File: src/rtl/seg7_scan_ctrl_if.sv
// seg7_scan_ctrl_if: bundle between the game/score logic and the scan
// controller. The master side supplies display data and brightness; the
// slave side (the controller) returns the pin-level segment/anode drive and
// the end-of-frame pulse.
interface seg7_scan_ctrl_if #(
    parameter int NUM_DIGITS = 8,
    parameter int PWM_BITS   = 4
);
    logic [4*NUM_DIGITS-1:0] digits_i;
    logic [NUM_DIGITS-1:0]   dp_i;
    logic [NUM_DIGITS-1:0]   blank_i;
    logic [NUM_DIGITS-1:0]   blink_i;
    logic [PWM_BITS-1:0]     brightness;
    logic                    update;
    logic [7:0]              segment;
    logic [NUM_DIGITS-1:0]   enable;
    logic                    frame_done;

    modport master (
        output digits_i, dp_i, blank_i, blink_i, brightness, update,
        input  segment, enable, frame_done
    );

    modport slave (
        input  digits_i, dp_i, blank_i, blink_i, brightness, update,
        output segment, enable, frame_done
    );
endinterface

File: src/rtl/seg7_scan_ctrl.sv
// seg7_scan_ctrl: multiplexed common-anode 7-segment scan controller.
// - Scans NUM_DIGITS digits, DWELL_CYCLES nclk each; the first cycle of every
//   dwell is blanked so the previous digit's pattern never ghosts onto the next.
// - Display data goes through a shadow stage and only reaches the active
//   registers at the last cycle of a frame, so a frame is never torn.
// - Global PWM brightness, per-digit blank/blink/dp, full hex decode.
// - Optional build macro SEG7_LEADING_ZERO_BLANK_EN: suppresses leading zero
//   digits (digit 0 always shown). Without it every digit is displayed.
// segment/enable/frame_done are registered: one nclk after the scan state.
module seg7_scan_ctrl #(
    parameter int NUM_DIGITS   = 8,
    parameter int DWELL_CYCLES = 16,
    parameter int BLINK_FRAMES = 64,
    parameter int PWM_BITS     = 4
) (
    input  logic              nclk,
    input  logic              rst_n,
    seg7_scan_ctrl_if.slave   bus
);

    localparam int IDX_W   = (NUM_DIGITS > 1) ? $clog2(NUM_DIGITS) : 1;
    localparam int DWELL_W = $clog2(DWELL_CYCLES);
    localparam int FRAME_W = (BLINK_FRAMES > 1) ? $clog2(BLINK_FRAMES) : 1;

    localparam logic [IDX_W-1:0]      IDX_LAST   = IDX_W'(NUM_DIGITS - 1);
    localparam logic [IDX_W-1:0]      IDX_ONE    = IDX_W'(1);
    localparam logic [DWELL_W-1:0]    DWELL_LAST = DWELL_W'(DWELL_CYCLES - 1);
    localparam logic [DWELL_W-1:0]    DWELL_ONE  = DWELL_W'(1);
    localparam logic [DWELL_W-1:0]    DWELL_ZERO = DWELL_W'(0);
    localparam logic [FRAME_W-1:0]    FRAME_LAST = FRAME_W'(BLINK_FRAMES - 1);
    localparam logic [FRAME_W-1:0]    FRAME_ONE  = FRAME_W'(1);
    localparam logic [PWM_BITS-1:0]   PWM_ONE    = PWM_BITS'(1);
    localparam logic [PWM_BITS-1:0]   PWM_FULL   = {PWM_BITS{1'b1}};
    localparam logic [NUM_DIGITS-1:0] EN_ONE     = NUM_DIGITS'(1);
    localparam logic [NUM_DIGITS-1:0] EN_OFF     = {NUM_DIGITS{1'b1}};

    // Hex digit to active-low abcdefg pattern.
    function automatic logic [6:0] hex_to_seg(input logic [3:0] val);
        logic [6:0] seg;
        case (val)
            4'h0:    seg = 7'b0000001;
            4'h1:    seg = 7'b1001111;
            4'h2:    seg = 7'b0010010;
            4'h3:    seg = 7'b0000110;
            4'h4:    seg = 7'b1001100;
            4'h5:    seg = 7'b0100100;
            4'h6:    seg = 7'b0100000;
            4'h7:    seg = 7'b0001111;
            4'h8:    seg = 7'b0000000;
            4'h9:    seg = 7'b0000100;
            4'hA:    seg = 7'b0001000;
            4'hB:    seg = 7'b1100000;
            4'hC:    seg = 7'b0110001;
            4'hD:    seg = 7'b1000010;
            4'hE:    seg = 7'b0110000;
            4'hF:    seg = 7'b0111000;
            default: seg = 7'b1111111;
        endcase
        return seg;
    endfunction

    // Scan / timing state
    logic [IDX_W-1:0]        scan_idx_q, scan_idx_d;
    logic [DWELL_W-1:0]      dwell_q,    dwell_d;
    logic [PWM_BITS-1:0]     pwm_q,      pwm_d;
    logic [FRAME_W-1:0]      frame_q,    frame_d;
    logic                    phase_q,    phase_d;

    // Shadow and active display data
    logic [4*NUM_DIGITS-1:0] sh_digits_q, sh_digits_d;
    logic [NUM_DIGITS-1:0]   sh_dp_q,     sh_dp_d;
    logic [NUM_DIGITS-1:0]   sh_blank_q,  sh_blank_d;
    logic [NUM_DIGITS-1:0]   sh_blink_q,  sh_blink_d;
    logic                    pending_q,   pending_d;
    logic [4*NUM_DIGITS-1:0] act_digits_q, act_digits_d;
    logic [NUM_DIGITS-1:0]   act_dp_q,     act_dp_d;
    logic [NUM_DIGITS-1:0]   act_blank_q,  act_blank_d;
    logic [NUM_DIGITS-1:0]   act_blink_q,  act_blink_d;

    // Registered outputs
    logic [7:0]              segment_q,    segment_d;
    logic [NUM_DIGITS-1:0]   enable_q,     enable_d;
    logic                    frame_done_q, frame_done_d;

    logic                    dwell_last_s;
    logic                    boundary_s;
    logic [NUM_DIGITS-1:0]   supp_s;
    logic [3:0]              sel_val_s;
    logic                    pwm_ok_s;
    logic                    dark_s;
    logic                    lit_s;

    // Scan counters, blink timing and shadow-to-active transfer.
    always_comb begin
        dwell_last_s = (dwell_q == DWELL_LAST);
        boundary_s   = dwell_last_s && (scan_idx_q == IDX_LAST);
        pwm_d        = pwm_q + PWM_ONE;
        frame_done_d = boundary_s;

        if (dwell_last_s) begin
            dwell_d = DWELL_ZERO;
            if (scan_idx_q == IDX_LAST) begin
                scan_idx_d = '0;
            end else begin
                scan_idx_d = scan_idx_q + IDX_ONE;
            end
        end else begin
            dwell_d    = dwell_q + DWELL_ONE;
            scan_idx_d = scan_idx_q;
        end

        if (boundary_s) begin
            if (frame_q == FRAME_LAST) begin
                frame_d = '0;
                phase_d = ~phase_q;
            end else begin
                frame_d = frame_q + FRAME_ONE;
                phase_d = phase_q;
            end
        end else begin
            frame_d = frame_q;
            phase_d = phase_q;
        end

        // Last update wins; an update on the boundary cycle is itself copied.
        if (bus.update) begin
            sh_digits_d = bus.digits_i;
            sh_dp_d     = bus.dp_i;
            sh_blank_d  = bus.blank_i;
            sh_blink_d  = bus.blink_i;
            pending_d   = 1'b1;
        end else begin
            sh_digits_d = sh_digits_q;
            sh_dp_d     = sh_dp_q;
            sh_blank_d  = sh_blank_q;
            sh_blink_d  = sh_blink_q;
            pending_d   = pending_q;
        end

        if (boundary_s && pending_d) begin
            act_digits_d = sh_digits_d;
            act_dp_d     = sh_dp_d;
            act_blank_d  = sh_blank_d;
            act_blink_d  = sh_blink_d;
            pending_d    = 1'b0;
        end else begin
            act_digits_d = act_digits_q;
            act_dp_d     = act_dp_q;
            act_blank_d  = act_blank_q;
            act_blink_d  = act_blink_q;
        end
    end

    // Leading-zero suppression mask, derived from the active data only.
    always_comb begin
        supp_s = '0;
`ifdef SEG7_LEADING_ZERO_BLANK_EN
        begin : lzb
            logic chain;
            chain = 1'b1;
            for (int k = NUM_DIGITS - 1; k >= 1; k--) begin
                chain     = chain && (act_digits_q[4*k +: 4] == 4'h0) && !act_dp_q[k];
                supp_s[k] = chain;
            end
        end
`else
        supp_s = '0;
`endif
    end

    // Segment/anode drive for the selected digit, anti-ghost first cycle.
    always_comb begin
        sel_val_s = act_digits_q[{scan_idx_q, 2'b00} +: 4];
        pwm_ok_s  = (bus.brightness == PWM_FULL) || (pwm_q < bus.brightness);
        dark_s    = act_blank_q[scan_idx_q] || supp_s[scan_idx_q] ||
                    (act_blink_q[scan_idx_q] && phase_q);
        lit_s     = (dwell_q != DWELL_ZERO) && !dark_s && pwm_ok_s;
        if (lit_s) begin
            segment_d = {hex_to_seg(sel_val_s), ~act_dp_q[scan_idx_q]};
            enable_d  = ~(EN_ONE << scan_idx_q);
        end else begin
            segment_d = 8'hFF;
            enable_d  = EN_OFF;
        end
    end

    // State and output registers; reset darkens the display immediately.
    always_ff @(posedge nclk or negedge rst_n) begin
        if (!rst_n) begin
            scan_idx_q   <= '0;
            dwell_q      <= '0;
            pwm_q        <= '0;
            frame_q      <= '0;
            phase_q      <= 1'b0;
            sh_digits_q  <= '0;
            sh_dp_q      <= '0;
            sh_blank_q   <= '1;
            sh_blink_q   <= '0;
            pending_q    <= 1'b0;
            act_digits_q <= '0;
            act_dp_q     <= '0;
            act_blank_q  <= '1;
            act_blink_q  <= '0;
            segment_q    <= 8'hFF;
            enable_q     <= EN_OFF;
            frame_done_q <= 1'b0;
        end else begin
            scan_idx_q   <= scan_idx_d;
            dwell_q      <= dwell_d;
            pwm_q        <= pwm_d;
            frame_q      <= frame_d;
            phase_q      <= phase_d;
            sh_digits_q  <= sh_digits_d;
            sh_dp_q      <= sh_dp_d;
            sh_blank_q   <= sh_blank_d;
            sh_blink_q   <= sh_blink_d;
            pending_q    <= pending_d;
            act_digits_q <= act_digits_d;
            act_dp_q     <= act_dp_d;
            act_blank_q  <= act_blank_d;
            act_blink_q  <= act_blink_d;
            segment_q    <= segment_d;
            enable_q     <= enable_d;
            frame_done_q <= frame_done_d;
        end
    end

    assign bus.segment    = segment_q;
    assign bus.enable     = enable_q;
    assign bus.frame_done = frame_done_q;

endmodule

File: src/flat_wrapper.sv
// flat-port wrapper written by rule: the top's interface ports become plain ports
module seg7_scan_ctrl_flat 
#(
    parameter int NUM_DIGITS   = 8,
    parameter int DWELL_CYCLES = 16,
    parameter int BLINK_FRAMES = 64,
    parameter int PWM_BITS     = 4
)
  (nclk, rst_n, bus_digits_i, bus_dp_i, bus_blank_i, bus_blink_i, bus_brightness, bus_update, bus_segment, bus_enable, bus_frame_done);
  seg7_scan_ctrl_if #(.NUM_DIGITS(NUM_DIGITS), .PWM_BITS(PWM_BITS)) bus_i ();
  input  logic nclk;
  input  logic rst_n;
  input wire logic [$bits(bus_i.digits_i)-1:0] bus_digits_i;
  input wire logic [$bits(bus_i.dp_i)-1:0] bus_dp_i;
  input wire logic [$bits(bus_i.blank_i)-1:0] bus_blank_i;
  input wire logic [$bits(bus_i.blink_i)-1:0] bus_blink_i;
  input wire logic [$bits(bus_i.brightness)-1:0] bus_brightness;
  input wire logic [$bits(bus_i.update)-1:0] bus_update;
  output wire logic [$bits(bus_i.segment)-1:0] bus_segment;
  output wire logic [$bits(bus_i.enable)-1:0] bus_enable;
  output wire logic [$bits(bus_i.frame_done)-1:0] bus_frame_done;
  assign bus_i.digits_i = bus_digits_i;
  assign bus_i.dp_i = bus_dp_i;
  assign bus_i.blank_i = bus_blank_i;
  assign bus_i.blink_i = bus_blink_i;
  assign bus_i.brightness = bus_brightness;
  assign bus_i.update = bus_update;
  assign bus_segment = bus_i.segment;
  assign bus_enable = bus_i.enable;
  assign bus_frame_done = bus_i.frame_done;
  seg7_scan_ctrl #(.NUM_DIGITS(NUM_DIGITS), .DWELL_CYCLES(DWELL_CYCLES), .BLINK_FRAMES(BLINK_FRAMES), .PWM_BITS(PWM_BITS)) u_core (.nclk(nclk), .rst_n(rst_n), .bus(bus_i));
endmodule
File: config.mk
export PLATFORM = sky130hd
export DESIGN_NAME = seg7_scan_ctrl_flat
export DESIGN_NICKNAME = d
export VERILOG_FILES = /design/src/rtl/seg7_scan_ctrl_if.sv /design/src/rtl/seg7_scan_ctrl.sv /design/src/flat_wrapper.sv
export SDC_FILE = /design/constraint.sdc
export NUM_CORES = 1
export LEC_CHECK = 0
export CORE_MARGIN = 2
export CORE_UTILIZATION = 57
export CTS_BUF_LIST = sky130_fd_sc_hd__clkbuf_8
export DETAILED_ROUTE_END_ITERATION = 8
export GPL_ROUTABILITY_DRIVEN = 0
export PLACE_DENSITY = 0.85
export SLEW_MARGIN = 40
export SYNTH_ARGS = -nofsm -noshare
export SYNTH_HDL_FRONTEND = slang
export SYNTH_SLANG_ARGS = --single-unit
File: constraint.sdc
create_clock -name nclk -period 2.7 [get_ports nclk]
set_input_delay 0.54 -clock nclk [delete_from_list [all_inputs] [get_ports nclk]]
set_output_delay 0.54 -clock nclk [all_outputs]
set_load 0.02 [all_outputs]
==> impl_metrics.json, run 1 <==
{
  "drv_slew": 0,
  "vias": 3683,
  "ir_worst_vdd_uv": 296,
  "antenna_found_initial": 0,
  "crit_required_ns": 3.04,
  "drive_above_1_share_pct": 39.3,
  "h-tree-depth": 4,
  "synth.area.top_cells": "dfrtp_1, mux2_2, dfstp_2",
  "path_clk_slew_ns": 0.08,
  "yosysTopAreaCell": "dfrtp_1",
  "top_usage_layer": "met2",
  "ant_nets": 0,
  "drc": 0,
  "worstSetupEndpointType": "flop",
  "synth-main-ff-cell": "dfrtp_1",
  "startpoint_type": "flop",
  "row_count": 38,
  "grt_pass1_wl_mm": 20.0,
  "tightestPinTransition_ns": 0.555,
  "crit_fanout": 16,
  "grtUsageMet3_pct": 5.04,
  "syn_avg_cell_area_um2": 15.1,
  "grt_remaining_overflow": 0,
  "ys_seq_area_share_pct": 58.9,
  "synthCells": 421,
  "hold_path_class": "input port to asynchronous set/reset pin",
  "cts_buffers": 17,
  "synth_nets": 503,
  "nets": 593,
  "area_growth_pct": 21.7,
  "core_area_um2": 10800,
  "min_period_ns": 2.36,
  "mostFrequentLayoutCell": "dfrtp_1",
  "crit_path_end": "u_core.bus.segment[5]$_DFF_PN1_",
  "finalHoldViolCount": 0,
  "grt_max_degree": 63,
  "cp_data_arrival_time_ns": 2.70,
  "clock_sinks": 148,
  "io_buffer_count": 79,
  "clock_path_buffers": 2,
  "rsz0062_at_grt": "no",
  "fin_skew_ns": 0.0113,
  "final_cell_mix": "dfrtp_1, mux2_2, clkdlybuf4s50_1, dfstp_2, nand2_1",
  "diodes": 0,
  "power_density_nw_per_um2": 582,
  "cts-root-buf": "clkbuf_8",
  "finalCritPeriodShare_pct": 87.5,
  "place_hpwl_mm": 8.50,
  "synth_seq_cells": 148,
  "path_class": "flop to flop",
  "grt_use_total_pct": 22.5,
  "totalPowerFinal_mw": 4.51,
  "clk_latency_ns": 0.44,
  "gr-usage-met1_pct": 28.4,
  "cts_tree": "done",
  "tns_ns": 0,
  "final_core_util_pct": 71.4,
  "ioPinCount": 80,
  "r2r_setup_slack_ns": 0.34,
  "hold_ws_ns": 0.0655,
  "r2r_cells": 6,
  "drt_iter0_drc": 149,
  "status": "finished, final reports clean",
  "startpoint": "u_core.scan_idx_q[0]$_DFFE_PN0N_",
  "first_global_vias": 4013,
  "r2r_end": "u_core.bus.segment[5]$_DFF_PN1_",
  "wl_mm": 12.2,
  "async_flop_share_pct": 100,
  "fmax_mhz": 423,
  "setup_viol": 0,
  "drv_cap": 0,
  "synthDistinctLibCells": 40,
  "first_pass_iters": 5,
  "die_w_um": 110,
  "hold_buffers": 0,
  "synth-edff-count": 0,
  "p_leak_nw": 3.43,
  "die_y_um": 110,
  "routed_via_density": 5.55,
  "syn-cell-area_um2": 6360,
  "ctsResizeCount": 0,
  "synth_warnings": 0,
  "reg2reg_from": "u_core.scan_idx_q[0]$_DFFE_PN0N_",
  "die_area_um2": 12000,
  "slew_headroom_pct": 63.0,
  "yosysTopAreaCellShare_pct": 45.6,
  "cts_setup_buffers": 0,
  "met2_usage_pct": 38.0,
  "initial_core_util_pct": 58.7,
  "wl_per_cell_um": 18.3
}
==> final cells by class <==
class                      count  area (um^2)
tap                          140          175
sequential                   148         3740
fill                         723         3100
inverter                      15         56.3
clock inverter                14          163
clock buffer                  18          248
timing repair buffer          90          907
multi-input combinational    239         2440
==> where the power goes <==
part | internal, mW | leakage, nW | switching [mW]
combinational | 0.217 | 1.42 | 0.162
clock | 0.932 | 0.211 | 0.810
sequential | 2.35 | 1.80 | 0.0394
total | 3.50 | 3.43 | 1.01
==> synth_stat cells (3+ instances only) <==
master,n
dfrtp_1,116
mux2_2,115
dfstp_2,32
nand2_1,22
ha_1,19
inv_1,13
nand3_1,11
mux4_2,10
buf_2,8
o21ai_0,8
nor2_1,7
clkbuf_1,6
buf_6,4
mux4_1,4
o221ai_1,4
xor2_1,4
and3_1,3
nand2b_1,3
nand4_1,3
xnor2_1,3
==> metal layers <==
metal	share of wire (%)	wire length, um	vias up
met5	0	0	-
met4	1.7	206	0
met3	3.5	424	18
met2	52	6310	78
met1	43	5230	1906
li1	-	-	1681
==> cell families after synthesis <==
family	Yosys count	share of synthesized area [%]
flip-flops	148	58.9
multiplexers	133	26.6
AND/OR/NAND/NOR	52	3.78
buffers and inverters	34	2.81
AO/OA/AOI/OAI	28	3.27
adder cells (fa/ha/maj)	19	3.74
XOR/XNOR	7	0.964
==> state kept, by name, summed over array words and instances (netlist names), 6 cells and up <==
register             flops
u_core.frame_q           6
u_core.sh_blank_q        8
u_core.act_blank_q       8
u_core.sh_dp_q           8
u_core.sh_blink_q        8
u_core.bus.enable        8
u_core.act_digits_q     32
u_core.sh_digits_q      32
u_core.bus.segment       8
u_core.act_blink_q       8
u_core.act_dp_q          8
==> per-stage QoR <==
stage	setup slack, ns	instance area (um^2)	cells
6_report	0.338	7740	664
5_1_grt	0.212	7740	664
4_1_cts	0.328	7740	664
3_5_place_dp	0.293	7330	632
3_3_place_gp	0.355	7330	632
2_1_floorplan	0.586	6360	421
==> worst min-delay path by stage <==
stage / cells after the start / slack, ns / startpoint / to
detailed placement: 1 / 0.48 / u_core.pwm_q[0]$_DFF_PN0_ / u_core.pwm_q[0]$_DFF_PN0_
global route: 1 / 0.08 / rst_n / u_core.act_dp_q[4]$_DFFE_PN0P_
floorplan: 0 / 0.24 / rst_n / u_core.act_blink_q[0]$_DFFE_PN0P_
finish: 1 / 0.07 / rst_n / u_core.sh_dp_q[5]$_DFF_PN0_
global placement: 1 / 0.46 / u_core.frame_q[4]$_DFFE_PN0P_ / u_core.frame_q[4]$_DFFE_PN0P_
CTS: 1 / 0.06 / rst_n / u_core.act_dp_q[6]$_DFFE_PN0P_
==> worst max-delay path, cell delays in order, from the launching register on <==
cell and delay (ns):
dfrtp_1 0.52, buf_4 0.22, mux4_1 0.56, mux2_2 0.28, a21oi_2 0.17, o211a_4 0.31, o311ai_0 0.18
Power figures use the tool's default switching activity.
==> inputs of run 2 (changes only) <==
- ABC_AREA: unset -> 0
==> results of run 2 <==
Final layout, timing and power as in run 1 (identical DEF).
